### src/rtl/ysyx_22040895_fetch_buf.sv
// Instruction fetch unit: issues one 4-byte read at a time to instruction
// memory and queues the returned words, with their address and fault flag,
// in a small FIFO that decode drains through a valid/ready handshake.
module ysyx_22040895_fetch_buf #(
   parameter logic [63:0] RESET_PC = 64'h0000_0000_8000_0000,
   parameter int          DEPTH    = 2
) (
   input  logic        clk,
   input  logic        rst,
   input  logic        redirect_i_fb,
   input  logic [63:0] dnpc_i_fb,
   output logic        mem_req_valid_o_fb,
   input  logic        mem_req_ready_i_fb,
   output logic [63:0] mem_req_addr_o_fb,
   input  logic        mem_rsp_valid_i_fb,
   input  logic [31:0] mem_rsp_data_i_fb,
   input  logic        mem_rsp_err_i_fb,
   output logic        inst_valid_o_fb,
   input  logic        inst_ready_i_fb,
   output logic [31:0] inst_o_fb,
   output logic [63:0] pc_o_fb,
   output logic        fault_o_fb
);

   localparam int PW = $clog2(DEPTH);
   localparam int CW = PW + 1;
   localparam logic [CW-1:0] FULL = CW'(DEPTH);

   typedef enum logic [1:0] {IDLE, REQ, WAIT, DROP} state_t;

   state_t        state;
   logic [63:0]   fetch_pc;
   logic [63:0]   req_addr;
   logic          req_valid;
   logic          drop_pending;

   logic [CW-1:0] count;
   logic [PW-1:0] rd_ptr;
   logic [PW-1:0] wr_ptr;
   logic [63:0]   pc_q    [DEPTH];
   logic [31:0]   inst_q  [DEPTH];
   logic          fault_q [DEPTH];

   logic          pop;
   logic          push;
   logic          handshake;
   logic [63:0]   target;
   logic [63:0]   next_addr;
   logic [CW-1:0] count_after;

   assign target    = dnpc_i_fb & ~64'h3;
   assign next_addr = redirect_i_fb ? target : fetch_pc;
   assign handshake = (state == REQ) && mem_req_ready_i_fb;
   assign pop       = inst_valid_o_fb && inst_ready_i_fb;
   // A response arriving together with a redirect belongs to the old path.
   assign push      = (state == WAIT) && mem_rsp_valid_i_fb && !redirect_i_fb &&
                      ((count != FULL) || pop);

   // Occupancy after this cycle's push/pop, used to decide whether to refetch.
   always_comb begin
      count_after = count;
      case ({push, pop})
         2'b10:   count_after = count + CW'(1);
         2'b01:   count_after = count - CW'(1);
         default: count_after = count;
      endcase
   end

   assign mem_req_valid_o_fb = req_valid;
   assign mem_req_addr_o_fb  = req_addr;
   assign inst_valid_o_fb    = (count != '0);
   assign inst_o_fb          = inst_q[rd_ptr];
   assign pc_o_fb            = pc_q[rd_ptr];
   assign fault_o_fb         = fault_q[rd_ptr];

   // Fetch FSM: request issue, response tracking and redirect bookkeeping.
   always_ff @(posedge clk or posedge rst) begin
      if (rst) begin
         state        <= IDLE;
         fetch_pc     <= RESET_PC;
         req_addr     <= RESET_PC;
         req_valid    <= 1'b0;
         drop_pending <= 1'b0;
      end else begin
         case (state)
            IDLE: begin
               if (redirect_i_fb || (count < FULL)) begin
                  state     <= REQ;
                  req_valid <= 1'b1;
                  req_addr  <= next_addr;
               end
            end
            REQ: begin
               if (handshake) begin
                  req_valid    <= 1'b0;
                  drop_pending <= 1'b0;
                  if (redirect_i_fb || drop_pending) begin
                     state <= DROP;
                  end else begin
                     state    <= WAIT;
                     fetch_pc <= fetch_pc + 64'd4;
                  end
               end else if (redirect_i_fb) begin
                  // Address and valid stay frozen until memory accepts.
                  drop_pending <= 1'b1;
               end
            end
            WAIT: begin
               if (mem_rsp_valid_i_fb) begin
                  if (redirect_i_fb || (count_after < FULL)) begin
                     state     <= REQ;
                     req_valid <= 1'b1;
                     req_addr  <= next_addr;
                  end else begin
                     state <= IDLE;
                  end
               end else if (redirect_i_fb) begin
                  state <= DROP;
               end
            end
            DROP: begin
               if (mem_rsp_valid_i_fb) begin
                  state     <= REQ;
                  req_valid <= 1'b1;
                  req_addr  <= next_addr;
               end
            end
            default: state <= IDLE;
         endcase
         // Redirect target always wins; repeated redirects keep the last one.
         if (redirect_i_fb) begin
            fetch_pc <= target;
         end
      end
   end

   // Instruction FIFO; a redirect flushes it regardless of any same-cycle pop.
   always_ff @(posedge clk or posedge rst) begin
      if (rst) begin
         count  <= '0;
         rd_ptr <= '0;
         wr_ptr <= '0;
         for (int i = 0; i < DEPTH; i++) begin
            pc_q[i]    <= '0;
            inst_q[i]  <= '0;
            fault_q[i] <= 1'b0;
         end
      end else if (redirect_i_fb) begin
         count  <= '0;
         rd_ptr <= '0;
         wr_ptr <= '0;
      end else begin
         if (push) begin
            pc_q[wr_ptr]    <= req_addr;
            inst_q[wr_ptr]  <= mem_rsp_err_i_fb ? 32'h0 : mem_rsp_data_i_fb;
            fault_q[wr_ptr] <= mem_rsp_err_i_fb;
            wr_ptr          <= wr_ptr + PW'(1);
         end
         if (pop) begin
            rd_ptr <= rd_ptr + PW'(1);
         end
         count <= count_after;
      end
   end

endmodule
### config.mk
export PLATFORM = sky130hd
export DESIGN_NAME = ysyx_22040895_fetch_buf
export DESIGN_NICKNAME = d
export VERILOG_FILES = /design/src/rtl/ysyx_22040895_fetch_buf.sv
export SDC_FILE = /design/constraint.sdc
export NUM_CORES = 1
export LEC_CHECK = 0
export CAP_MARGIN = 20
export CORE_ASPECT_RATIO = 0.8
export CORE_MARGIN = 2
export CORE_UTILIZATION = 50
export DETAILED_ROUTE_END_ITERATION = 8
export GPL_ROUTABILITY_DRIVEN = 0
export PLACE_DENSITY = 0.74
export SYNTH_ARGS = -nofsm -noshare
export SYNTH_HDL_FRONTEND = slang
export SYNTH_SLANG_ARGS = --single-unit
### constraint.sdc
create_clock -name clk -period 31.1 [get_ports clk]
set_input_delay 6.22 -clock clk [delete_from_list [all_inputs] [get_ports clk]]
set_output_delay 6.22 -clock clk [all_outputs]
set_load 0.03 [all_outputs]
== Yosys cells after proc, flatten, opt, wreduce, memory -nomap -nowiden ==
Cells that the tools add are included.
Widths: inputs -> output; s select.

* Reductions and logical operators: 24
* Bitwise gates (word level): 3
* Div/mod/pow operators: 0
* Multiplexer cells: 51
* Eq/ne operators: 13
* Multipliers: 0
* Add/subtract/negate cells: 5
* Shift operators: 0
* Order comparisons: 5

{| class="wikitable"
|+ Operator list
! cell !! number
|-
| $mux 64 || 13
|-
| $pmux 64 s3 || 1
|-
| $mux 32 || 5
|-
| $bwmux 128 || 1
|-
| $add 64x3->64 const B || 1
|-
| $bwmux 64 || 1
|-
| $demux 64 s1 || 1
|-
| $demux 32 s1 || 1
|-
| $mux 1 || 17
|-
| $mux 2 || 6
|-
| $ne 2x2->1 const B || 6
|-
| $reduce_and 5->1 || 2
|-
| $reduce_bool 2->1 || 5
|-
| $pmux 2 s4 || 1
|-
| $eq 2x2->1 const B || 3
|-
| $logic_and 1x1->1 || 6
|-
| $eq 2x1->1 const B || 2
|-
| $ge 2x2->1 const B || 2
|-
| $logic_or 1x1->1 || 4
|-
| $lt 2x2->1 const B || 2
|-
| $not 1->2 || 2
|-
| $pmux 1 s4 || 1
|-
| $pmux 2 s2 || 1
|-
| $reduce_and 2->1 || 2
|-
| 14 further kinds || 15
|}

* Latch bits: 0
* Register bits: 330
* Input bits: 103
* Output and inout port bits: 163
* Bits in writable memories: 0
* Memories: 0
* ROM bits: 0
* Logic and storage cells: 115

== Longest topological paths before layout ==
* Depth after elaboration: 11
* Gate-level depth with buffers: 10
* Depth with buffers taken out: 7

== Least setup slack after synthesis ==
Ideal clock, no wire load.

* Path kind: input port to flip-flop
* Start point: input port redirect_i_fb
* End point: register inst_q[41] in the netlist's numbering
* Path buffers: 4
* Arrival: 8.287 ns
* Stages: 9
* Data required time: 30.975 ns
* Setup slack: 22.688 ns
* Library setup time: 0.125 ns
* Cells stage by stage: clkbuf_1 -> clkinv_1 -> nand2_1 -> a211oi_1 -> nor2b_1 -> clkbuf_1 -> clkbuf_1 -> clkbuf_1 -> mux2_2

* Word-level cells in the longest chain between the ends: 4
* Elaborated cells between the ends (all ways): 5
* Classes of those cells: 1 x bitwise; 4 x reduce/logical

{| class="wikitable"
|+ Ends and longest elaborated chain
! what !! RTL line !! RTL
|-
| start: declaration || 10 || <nowiki>input logic redirect_i_fb,</nowiki>
|-
| $logic_not 1->1 || 56 || <nowiki>assign push = (state == WAIT) && mem_rsp_valid_i_fb && !redirect_i_fb &&</nowiki>
|-
| $logic_and 1x1->1 (2 in series) || 56 ||
|-
| $reduce_and 2->1 (no source line) * || - ||
|-
| end signal: indexed assignment || 155 || <nowiki>inst_q[wr_ptr] <= mem_rsp_err_i_fb ? 32'h0 : mem_rsp_data_i_fb;</nowiki>
|-
| end: declaration || 41 || <nowiki>logic [31:0] inst_q [DEPTH];</nowiki>
|}

Every way passes the cells marked *; elsewhere a longest branch is shown, timed or not.
A chain may end at the register's enable or synchronous reset.

== Worst setup path in the final report ==
* Start point: register rd_ptr
* End point: output port pc_o_fb[44]

* Word-level cells in the longest chain between the ends: 4

{| class="wikitable"
|+ Ends and longest elaborated chain
! what !! RTL line !! RTL
|-
| start: declaration || 38 || <nowiki>logic [PW-1:0] rd_ptr;</nowiki>
|-
| start signal: assignment || 160 || <nowiki>rd_ptr <= rd_ptr + PW'(1);</nowiki>
|-
| $not 1->2 (not written as such) || 73 || <nowiki>assign pc_o_fb = pc_q[rd_ptr];</nowiki>
|-
| $mux 64 (not written as such) (3 in series) || 73 ||
|-
| end: declaration || 21 || <nowiki>output logic [63:0] pc_o_fb,</nowiki>
|}

Every way passes these cells. The select of a mux whose other input is x is not followed.

==> impl_metrics.toml <==
[synth]
synthFlopType = "dfrtp_1"
synth-seq-cells = 325
synth-simple-area-share_pct = 10.2
synthDistinctLibCells = 56
ys_seq_area_share_pct = 52.3
synthAdderAreaFrac_pct = 0.402
synthMuxAreaShare_pct = 27.1
postSynth.asyncResetShare_pct = 100
netlist_instances = 1299
synth_edf_count = 0
syn-num-nets = 1407
synthXorXnorAreaFrac_pct = 1.63
synth_top_family_by_area = "multiplexers"
yosys.area.top_type_share_pct = 52.0
syn_area_um2 = 15500
yosys_warnings = 0
synth-compound-area-share_pct = 5.09
syn_avg_cell_area_um2 = 12.0
yosysTopAreaCell = "dfrtp_1"
netlist_top_cells_area = "dfrtp_1 (52%), mux2_2 (27%), o21ai_0 (2.4%)"

[floorplan]
start_util_pct = 51.0
num_io_pins = 266
die_area_um2 = 32500
die_x_um = 201
die_y_um = 162
core_region_area_um2 = 30500
std_cell_rows = 57

[power_and_ir_drop]
power_leakage_nw = 8.60
ir_drop_v = 0.0000609
finalPower_mw = 1.79
p_per_area_nw_per_um2 = 90.5

[clocking]
postCtsSetupRepairBufs = 0
tritoncts = "built"
cts_hold_buf = 0
clkSinkCount = 325
h-tree-depth = 2
path_clk_slew_ns = 0.06
clk_latency_ns = 0.52
clockBufferDepth = 3
postCtsResizedCells = 0
numCtsBuffers = 35
cts-root-buf = "clkbuf_16"

[placed_design]
dpl.hpwl_mm = 25.5
placed_area_um2 = 18600
portBuffers = 263
post-place-ws_ns = 21.28
dpl.cell_count = 1912

[drt]
top_layer_used = "met5"
vias = 11006
drt-met1-wl_mm = 17.3
detail_route.first_pass.iterations = 8
drc = 0
via_per_inst = 5.58
drt_iter0_markers = 618
dr_wl_met2_mm = 17.5
drtAntennaViolNets = 0
routed_wirelength_mm = 38.1
wl_met3_mm = 2.48
wl_per_cell_um = 19.3

[sta]
setup_ws_ns = 21.70
period_needed_ns = 9.40
finClkSkew_ns = 0.0156
slew_headroom_pct = 18.3
fmax_mhz = 106
hold_viol_final = 0
rsz0062_at_grt = "no"
setup_viol = 0
period_share_pct = 30.2
setup_tns_ns = 0
final_max_slew_viol_count = 0
tightest_slew_ns = 1.23

[worst_setup_path]
path_class = "flip-flop to output pin"
max_stage_delay_ns = 0.79
crit_slowest_cell = "buf_4"
end_kind = "output pin"
critPathLaunchType = "flip-flop"
cp.required_ns = 24.88
cp_cell_sequence = "buf_4 -> mux2_2 -> clkdlybuf4s50_1"
cp_max_fo = 66
worstPathArrival_ns = 3.18

[grt]
grt_overflow = 0
grt_pass1_vias = 11195
grt_usage_pct = 23.3
grt_max_degree = 184
antenna_found_initial = 5
grt_pass1_wl_mm = 60.8

[layout]
area_growth_pct = 26.9
layout.nets = 1644
fin_cells = 1974
multiInputGateArea_um2 = 6940
seqCellArea_um2 = 8140
layout-drive-gt1-share_pct = 28.9
n_fill_cell = 2365
final_cell_area_um2 = 19700

[run]
drv_cap = 0

[outcome]
status = "finished, final reports clean"

[min_path]
hold_path_class = "flip-flop to flip-flop"
[flip-flops by register name, indices dropped and copies added, names as in the netlist]
register	cells
state	2
drop_pending	1
wr_ptr	1
inst_q	64
mem_req_valid_o_fb	1
fetch_pc	62
count	2
fault_q	2
rd_ptr	1
mem_req_addr_o_fb	63
pc_q	126
[final cells by class]
class	count	area share, %
sequential	325	41.3
multi-input combinational	846	35.2
timing repair buffer	275	14.0
clock buffer	56	5.31
tap	413	2.62
inverter	53	1.05
clock inverter	5	0.634
antenna	1	0.0127
[critical path, delay by kind of cell, from the launching register on]
family,cells,cell delay (ns)
muxes,1,0.43
DFF,1,0.72
buffers and inverters,2,1.39
[routing by layer]
metal / vias to the layer above / global-route usage [%]
met2: 300 / 36.4
met4: 6 / 5.72
met3: 64 / 5.78
met5: - / 0
li1: 5092 / -
met1: 5544 / 32.8
[where the power goes]
group	internal, mW	switching, mW
registers	0.545	0.0913
clock network	0.263	0.166
logic	0.349	0.371
total	1.16	0.628
[cell usage in the layout, fill, tap and decap left out, types with 8 or more instances in the layout]
cell             instances
and3_1                   9
buf_4                   11
clkbuf_1                14
clkbuf_16               37
clkdlybuf4s50_1        262
dfrtp_1                322
inv_1                   51
mux2_2                 371
nand2_1                 85
nand3_1                 27
nand4_1                 22
nor2_1                  55
nor2b_1                 34
nor3_1                  16
nor4_1                  15
o211ai_1                 8
o21ai_0                 73
or3_1                    8
or4_1                    9
xnor2_1                 28
[synthesized netlist by cell type (5+ instances only)]
library cell and count:
buf_1 8, a31oi_1 6, or3_1 8, nand2_1 86, and3_1 9, nor3_1 16, a21oi_1 7, nor2b_1 35
mux2_2 371, or4_1 9, and4_1 7, dfrtp_1 323, nand3_1 27, or2_2 5, nor4_1 15, nand4_1 22
ha_1 5, nor2_1 55, clkbuf_1 62, inv_1 52, o21ai_0 73, o211ai_1 8, xnor2_1 28, nand3b_1 5
[logic make-up after synthesis]
| group | after synthesis |
|---|---|
| AO/OA/AOI/OAI | 128 |
| XOR/XNOR | 29 |
| adder cells (fa/ha/maj) | 5 |
| buffers and inverters | 128 |
| flip-flops | 325 |
| multiplexers | 375 |
| AND/OR/NAND/NOR | 309 |
[stage by stage]
stage / util [%] / hold slack, ns
floorplan: - / 0.474
global placement: 60.8 / 0.481
detailed placement: 60.9 / 0.487
CTS: 64.8 / 0.501
global route: 64.8 / 0.504
finish: 64.8 / 0.498
[path summary, 6_finish.rpt]
check / from / to / slack, ns / cells after the start
hold reg to reg: pc_q[60]$_DFFE_PP0P_ / pc_q[60]$_DFFE_PP0P_ / 0.50 / 1
min in group asynchronous: rst / inst_q[50]$_DFFE_PP0P_ / 6.28 / 2
setup reg to reg: state[0]$_DFFE_PP0P_ / pc_q[116]$_DFFE_PP0P_ / 27.23 / 8
max in group asynchronous: rst / inst_q[4]$_DFFE_PP0P_ / 23.07 / 3
hold / removal: pc_q[60]$_DFFE_PP0P_ / pc_q[60]$_DFFE_PP0P_ / 0.50 / 1
setup / recovery: rd_ptr$_DFFE_PP0P_ / pc_o_fb[44] / 21.70 / 3
(Power assumes the default switching activity.)
